--- src/rtl/cdb_arbiter.sv ---
// Common-data-bus arbiter: one result buffer each for the adder, multiplier and load unit,
// and one registered broadcast per cycle. Define CDB_RR_ARB_EN for round-robin arbitration.
module cdb_arbiter #(
    parameter int DATA_W = 64,
    parameter int TAG_W  = 4
) (
    input  logic              clk,
    input  logic              rst,
    input  logic              add_valid,
    input  logic [TAG_W-1:0]  add_tag,
    input  logic [DATA_W-1:0] add_data,
    input  logic              mul_valid,
    input  logic [TAG_W-1:0]  mul_tag,
    input  logic [DATA_W-1:0] mul_data,
    input  logic              ld_valid,
    input  logic [TAG_W-1:0]  ld_tag,
    input  logic [DATA_W-1:0] ld_data,
    output logic              add_ready,
    output logic              mul_ready,
    output logic              ld_ready,
    output logic [TAG_W-1:0]  cdb_id,
    output logic [DATA_W-1:0] cdb_data
);

    // Source index: 0 = add, 1 = mul, 2 = ld
    logic [2:0]        w_valid;
    logic [2:0]        w_ready;
    logic [2:0]        w_gnt;
    logic [2:0]        w_load;
    logic [TAG_W-1:0]  w_tag [3];
    logic [DATA_W-1:0] w_data [3];
    logic [TAG_W-1:0]  w_gnt_tag;
    logic [DATA_W-1:0] w_gnt_data;

    logic [2:0]        r_full;
    logic [TAG_W-1:0]  r_tag [3];
    logic [DATA_W-1:0] r_data [3];
    logic [TAG_W-1:0]  r_cdb_id;
    logic [DATA_W-1:0] r_cdb_data;

    assign w_valid   = {ld_valid, mul_valid, add_valid};
    assign w_tag[0]  = add_tag;
    assign w_tag[1]  = mul_tag;
    assign w_tag[2]  = ld_tag;
    assign w_data[0] = add_data;
    assign w_data[1] = mul_data;
    assign w_data[2] = ld_data;

    // A buffer being drained this cycle can take a new result on the same edge
    assign w_ready   = rst ? 3'b000 : (~r_full | w_gnt);
    assign add_ready = w_ready[0];
    assign mul_ready = w_ready[1];
    assign ld_ready  = w_ready[2];
    assign cdb_id    = r_cdb_id;
    assign cdb_data  = r_cdb_data;

    // Handshakes that carry a real tag load the buffer; tag 0 is accepted and dropped
    always_comb begin
        w_load = 3'b000;
        for (int i = 0; i < 3; i++) begin
            w_load[i] = w_valid[i] & w_ready[i] & (w_tag[i] != {TAG_W{1'b0}});
        end
    end

`ifdef CDB_RR_ARB_EN
    logic [1:0] r_last;

    function automatic logic [2:0] rr_pick(input logic [2:0] full, input logic [1:0] last);
        logic [2:0] pick;
        pick = 3'b000;
        case (last)
            2'd0: begin
                if (full[1])      pick = 3'b010;
                else if (full[2]) pick = 3'b100;
                else if (full[0]) pick = 3'b001;
                else              pick = 3'b000;
            end
            2'd1: begin
                if (full[2])      pick = 3'b100;
                else if (full[0]) pick = 3'b001;
                else if (full[1]) pick = 3'b010;
                else              pick = 3'b000;
            end
            default: begin
                if (full[0])      pick = 3'b001;
                else if (full[1]) pick = 3'b010;
                else if (full[2]) pick = 3'b100;
                else              pick = 3'b000;
            end
        endcase
        return pick;
    endfunction

    // Round-robin grant starting after the last granted source
    always_comb begin
        w_gnt = rr_pick(r_full, r_last);
    end

    // Pointer resets to ld so that add is first in line; moves only on a grant
    always_ff @(posedge clk or posedge rst) begin
        if (rst) begin
            r_last <= 2'd2;
        end else if (w_gnt[0]) begin
            r_last <= 2'd0;
        end else if (w_gnt[1]) begin
            r_last <= 2'd1;
        end else if (w_gnt[2]) begin
            r_last <= 2'd2;
        end else begin
            r_last <= r_last;
        end
    end
`else
    // Fixed priority ld > mul > add
    always_comb begin
        if (r_full[2])      w_gnt = 3'b100;
        else if (r_full[1]) w_gnt = 3'b010;
        else if (r_full[0]) w_gnt = 3'b001;
        else                w_gnt = 3'b000;
    end
`endif

    // One-hot grant mux of the buffered tag and data
    always_comb begin
        w_gnt_tag  = {TAG_W{1'b0}};
        w_gnt_data = {DATA_W{1'b0}};
        for (int i = 0; i < 3; i++) begin
            w_gnt_tag  = w_gnt_tag  | (r_tag[i]  & {TAG_W{w_gnt[i]}});
            w_gnt_data = w_gnt_data | (r_data[i] & {DATA_W{w_gnt[i]}});
        end
    end

    // Result buffers: reload wins over drain on the same edge
    always_ff @(posedge clk or posedge rst) begin
        if (rst) begin
            r_full <= 3'b000;
            for (int i = 0; i < 3; i++) begin
                r_tag[i]  <= {TAG_W{1'b0}};
                r_data[i] <= {DATA_W{1'b0}};
            end
        end else begin
            for (int i = 0; i < 3; i++) begin
                if (w_load[i]) begin
                    r_full[i] <= 1'b1;
                    r_tag[i]  <= w_tag[i];
                    r_data[i] <= w_data[i];
                end else if (w_gnt[i]) begin
                    r_full[i] <= 1'b0;
                end else begin
                    r_full[i] <= r_full[i];
                end
            end
        end
    end

    // Registered broadcast, zero on idle cycles
    always_ff @(posedge clk or posedge rst) begin
        if (rst) begin
            r_cdb_id   <= {TAG_W{1'b0}};
            r_cdb_data <= {DATA_W{1'b0}};
        end else if (|w_gnt) begin
            r_cdb_id   <= w_gnt_tag;
            r_cdb_data <= w_gnt_data;
        end else begin
            r_cdb_id   <= {TAG_W{1'b0}};
            r_cdb_data <= {DATA_W{1'b0}};
        end
    end

endmodule

--- config.mk ---
export PLATFORM = sky130hd
export DESIGN_NAME = cdb_arbiter
export DESIGN_NICKNAME = d
export VERILOG_FILES = /design/src/rtl/cdb_arbiter.sv
export SDC_FILE = /design/constraint.sdc
export NUM_CORES = 1
export LEC_CHECK = 0
export ABC_CLOCK_PERIOD_IN_PS = 11100
export CAP_MARGIN = 20
export CORE_ASPECT_RATIO = 0.9
export CORE_MARGIN = 5
export CORE_UTILIZATION = 49
export DETAILED_ROUTE_END_ITERATION = 8
export GPL_ROUTABILITY_DRIVEN = 0
export PLACE_DENSITY = 0.8
export SYNTH_ARGS = -nofsm -noshare
export SYNTH_HDL_FRONTEND = slang
export SYNTH_SLANG_ARGS = --single-unit
--- constraint.sdc ---
create_clock -name clk -period 11.1 [get_ports clk]
set_input_delay 2.22 -clock clk [delete_from_list [all_inputs] [get_ports clk]]
set_output_delay 2.22 -clock clk [all_outputs]
set_load 0.02 [all_outputs]
==> summary.txt <==
# rows = 52
DR pass1 iterations = 4
fin nets = 1288
detailed-route via count = 7514
P per Cell Area = 181 nW/um2
Top-Level Pins = 280
Root Driver = clkbuf_16
DIE WIDTH = 169 um
period utilisation layout = 57.2%
# Post-CTS Setup Buffers = 0
CP Class = input port to output port
fraction of final layout cells sized beyond drive strength 1 = 23.9%
Initial Util = 49.6%
initial antenna violation count = 2
dominant synthesized flop cell = dfrtp_1
Worst EP arrival = 4.13 ns
biggest area consumer among synthesized cells = dfrtp_1
most frequent cell after synthesis = dfrtp_1
total CTS buffers = 29
Post-Synthesis Cell Area = 11100 um2
hpwl dp = 18200 um
most frequent cells after synthesis = 275 x dfrtp_1, 195 x mux2_2, 70 x nand2_1, 68 x o21ai_0, 67 x a21oi_1
Vias/cell = 5.39
H-tree depth = 1
CTS Hold Bufs = 0
Slew Limit Fails = 0
Hold WS = 0.481 ns
crit path from = rst
Hold WC Path Type = flip-flop to flip-flop
CTS tree = done
CTS Buffer Depth = 3
Non-Filler Instances = 1395
synth warn = 0
Pleak = 6.44 nW
clk sinks = 275
Core ar. = 22400 um2
GRT Resource Usage Total = 21.7%
maximum VDD drop = 0.122 mV
residual DRC count = 0
Final TNS setup = 0 ns
min Tclk post-route = 6.35 ns
Die Y = 153 um
Worst Tran Pin Value = 1.13 ns
Routed Antenna Nets = 0
n_diodes = 0
flop2flop setup slack = 8.45 ns
Synth Register Bits = 275
Routed WL per cell = 20.3 um
first-pass GRT wire length = 45200 um
peak fanout along the critical path = 93
drt initial violations = 461
fraction of registers with async set/reset = 100%
# Max-Cap Violations = 0
total nets after synthesis = 1031
DIE AREA = 25800 um2
status = complete, no violations
R2R Path Start = r_full[2]
Total Wirelength = 28300 um
Worst Setup EP = ld_ready
Synth cell types = 24
Worst-path clk slew = 0.06 ns
Final Hold Fails = 0
number of global-route vias before repair = 8210
RSZ-0062 raised after global routing = false
Max Fclk = 0.157 GHz
final setup fails = 0
largest net degree at the start of global routing = 186
worst skew pair latency = 0.54 ns
Overflow after GRT = 0
IO Port Bufs = 279
Slew headroom = 24.6%
syn_area_per_cell = 13.5 um2
post-CTS resize count = 0
Worst Skew = 0.0199 ns
reg2reg end = r_data[155]
Area contributors post-synth = dfrtp_1 62%, mux2_2 20%, and3b_1 5.2%
startpoint types = input port
R2R cell count = 4
Placed Cells = 1345
CP Capture Type = output port
top cell type's share of synthesized area = 62.0%
post-synthesis sequential area ratio = 62.0%
Data required, critical path = 8.88 ns
Post-synth EDFFs = 0
Mapped Cells = 822
Synth-to-Final Area Change = 35.2%
layer usage:
layer  global-route usage (%)  up-vias  share of wire (%)
li1                         -     3386                  -
met1                     28.7     3837                 42
met2                     36.1      233                 48
met3                     6.10       54                7.0
met4                     4.75        4                2.3
met5                        0        -              0.095
placed cells by master, fill, tap and decap left out:
master,n
clkinv_2,4
inv_8,1
and3b_1,66
o41ai_1,1
or4_1,2
inv_6,1
dfrtp_1,272
clkbuf_8,8
nor2_1,1
dfrtp_4,2
buf_12,2
clkbuf_16,29
a21oi_1,67
clkinv_8,1
clkbuf_1,6
dfrtp_2,1
nand3_4,1
clkinv_4,1
clkdlybuf4s50_1,279
nand2_1,70
mux2_2,195
mux2_4,9
o21ai_0,68
o21a_1,1
a22oi_1,2
and3_4,1
buf_4,4
nor2b_1,1
nor3_4,1
or2_2,1
how the worst min path moves through the flow:
| stage | startpoint | to | slack [ns] | depth (start not counted) |
|---|---|---|---|---|
| after floorplan | r_data[10] | cdb_data[10] | 0.45 | 2 |
| final | r_data[27] | cdb_data[27] | 0.48 | 2 |
| after global placement | r_data[15] | cdb_data[15] | 0.46 | 2 |
| after CTS | r_data[4] | cdb_data[4] | 0.48 | 2 |
| after detailed placement | r_data[8] | cdb_data[8] | 0.47 | 2 |
| after global routing | r_data[46] | cdb_data[46] | 0.50 | 2 |
kinds of logic after synthesis:
family | count (synthesis) | share of synthesized area (%)
compound gates | 139 | 6.37
simple gates | 144 | 8.05
buf+inv | 60 | 2.53
mux | 204 | 21.0
flops | 275 | 62.0
area by class of cell:
type	count	area [um2]
fill	1620	7380
sequential	275	6890
multi-input combinational	487	3960
inverter	1	11.3
timing repair buffer	285	2860
tap	297	372
clock inverter	7	53.8
clock buffer	43	858
report_power, final:
group	switching, W	internal (W)
clock	0.000385	0.000533
combinational	0.000217	0.000298
sequential	0.0000974	0.00118
total	0.000699	0.00201
sequential cells by signal (all words and copies together), names as in the netlist:
register and flops:
cdb_data 64, r_tag 12, r_data 192, r_full 3, cdb_id 4
per-stage QoR:
stage	total power, W	util (%)	area [um2]	worst slack (ns)
final	0.00271	67.0	15000	4.75
after global routing	0.00284	67.0	15000	4.62
after CTS	0.00274	67.0	15000	4.71
after detailed placement	0.00182	63.0	14100	4.70
after global placement	0.00179	62.9	14100	4.74
after floorplan	0.00157	-	11100	0.897
critical path, stage by stage:
cell and delay, ns:
clkdlybuf4s50_1 0.59, inv_8 0.50, clkdlybuf4s50_1 0.73
Power figures use the tool's default switching activity.
==> patch, RTL diff (same settings) <==
Build with the macro `CDB_RR_ARB_EN` defined.
--- a/src/rtl/cdb_arbiter.sv
+++ b/src/rtl/cdb_arbiter.sv
@@ -1,5 +1,7 @@
 // Common-data-bus arbiter: one result buffer each for the adder, multiplier and load unit,
 // and one registered broadcast per cycle. Define CDB_RR_ARB_EN for round-robin arbitration.
+`define CDB_RR_ARB_EN
+
 module cdb_arbiter #(
     parameter int DATA_W = 64,
     parameter int TAG_W  = 4
Function: changed (Yosys sat finds a counterexample within 4 cycles, from zero or initial values and one cycle with rst high).
==> patch against the unedited design <==
- non-clock buffer count did not move
- highest routed layer unchanged
- critical path type unchanged
- die area down 2.0%
- largest cell class unchanged
- total power increased by 23%
- design area shrank 1.0%
- synthesized area is 2.1% lower
- global-route usage shrank 0.40 points
- routed wire length is 5.2% lower
- final cell count decreased by 8.0%
- sequential cell count up 2
- setup slack better by 0.46 ns
==> patch: results (changes against the unedited design) <==
Placement:
- The placed wire-length estimate after detailed placement is 17100 um (was 18200 um).

Layout:
- The clock buffer instance count of the final layout is 48 (was 43).
- The layout net count is 1179 (was 1288).
- The final cell count without fillers is 1284 (was 1395).
- The total of fill cells in the finished design was 1525 (was 1620).
- The buffer share of cell area is 19.2% (was 19.1%).
- The multi-input logic area was 3710 um^2 (was 3960 um^2).
- The register with the most flip-flops is r_data (unchanged).
- The count of inverters other than clock inverters in the layout is 3 (was 1).
- The share of final layout cell area taken by clock buffers and inverters is 6.51% (was 6.08%).
- The multi-input logic cell count is 374 (was 487).
- The count of inserted antenna diode cells is 1 (was 0).
- The fraction of final layout cells sized beyond drive strength 1 is 25.6% (was 23.9%).

Clock network:
- The clock insertion delay at the later pin of the skew report is 0.52 ns (was 0.54 ns).
- The number of clock sinks was 277 (was 275).

Route:
- The detailed route wirelength on metal2 came to 13000 um (was 13700 um).
- The detail-routed via count per cell was 5.33 (was 5.39).

Logic synthesis:
- The mean instance size in the synthesized netlist is 15.5 um^2 (was 13.5 um^2).
- The total nets after synthesis is 909 (was 1031).
- The unique cell type count in the Yosys netlist came to 36 (was 24).
- The post-synthesis mux area share is 21.3% (was 21.0%).
- Cell types with the highest counts after synthesis: sky130_fd_sc_hd__dfrtp_1 (276), sky130_fd_sc_hd__mux2_2 (175), sky130_fd_sc_hd__a221o_1 (68), sky130_fd_sc_hd__and2_1 (68), sky130_fd_sc_hd__buf_2 (19) (was sky130_fd_sc_hd__dfrtp_1 (275), sky130_fd_sc_hd__mux2_2 (195), sky130_fd_sc_hd__nand2_1 (70)).
- The fraction of registers with async set/reset was 100% (unchanged).

Pwr:
- The static power due to leakage was 6.36 nW (was 6.44 nW).
- The fraction of power spent switching nets came to 28.0% (was 25.8%).
- The sequential power share is 43.0% (was 47.2%).
- The worst voltage drop across the vdd grid is 157 uV (was 122 uV).
- The reported combinational group power came to 0.946 mW (was 0.515 mW).

Min path:
- The hold-critical path depth is 1 (was 2).
- The terminating pin of the worst hold path is r_data[1] (was cdb_data[27]).

Global route:
- The wire length of the first global-routing pass is 42400 um (was 45200 um).
- The number of global-route vias before repair is 7497 (was 8210).
- The maximum number of pins on one net before global-route repair was 181 (was 186).
- The met1 track demand over resource is 27.8% (was 28.7%).
- The met2 global-route usage is 36.3% (was 36.1%).

Setup path:
- The critical path data arrival time is 3.68 ns (was 4.13 ns).
- The peak fanout along the critical path is 6 (was 93).
- The beginning of the worst register-to-register path is r_full[1] (was r_full[2]).
- The capture instance of the worst register-to-register path is r_data[176] (was r_data[155]).
- The depth of the worst register-to-register path is 5 (was 4).
- The internal reg-to-reg setup slack was 8.22 ns (was 8.45 ns).

Run status:
- Status: finished, final reports clean (unchanged).

Timing:
- The worst clock skew was 0.00668 ns (was 0.0199 ns).
==> patch: worst max-delay path, stage by stage <==
cell                              delay, ns
sky130_fd_sc_hd__clkdlybuf4s50_1       0.59
sky130_fd_sc_hd__a31oi_1               0.23
sky130_fd_sc_hd__clkdlybuf4s50_1       0.63
==> patch: worst max path at each step <==
stage          startpoint          end  slack, ns
2_1_floorplan         rst  cdb_data[0]       1.23
3_3_place_gp          rst     ld_ready       5.26
3_5_place_dp          rst     ld_ready       5.23
4_1_cts               rst     ld_ready       5.22
5_1_grt               rst     ld_ready       5.13
6_report              rst     ld_ready       5.20
==> patch: per-stage QoR <==
stage	setup WS (ns)	hold WS, ns	power [mW]	instance area [um^2]
after global placement	5.26	0.465	2.38	13900
after CTS	5.22	0.487	3.38	14800
after global routing	5.13	0.490	3.52	14800
after floorplan	1.23	0.456	1.98	10900
final	5.20	0.481	3.35	14800
after detailed placement	5.23	0.474	2.41	13900
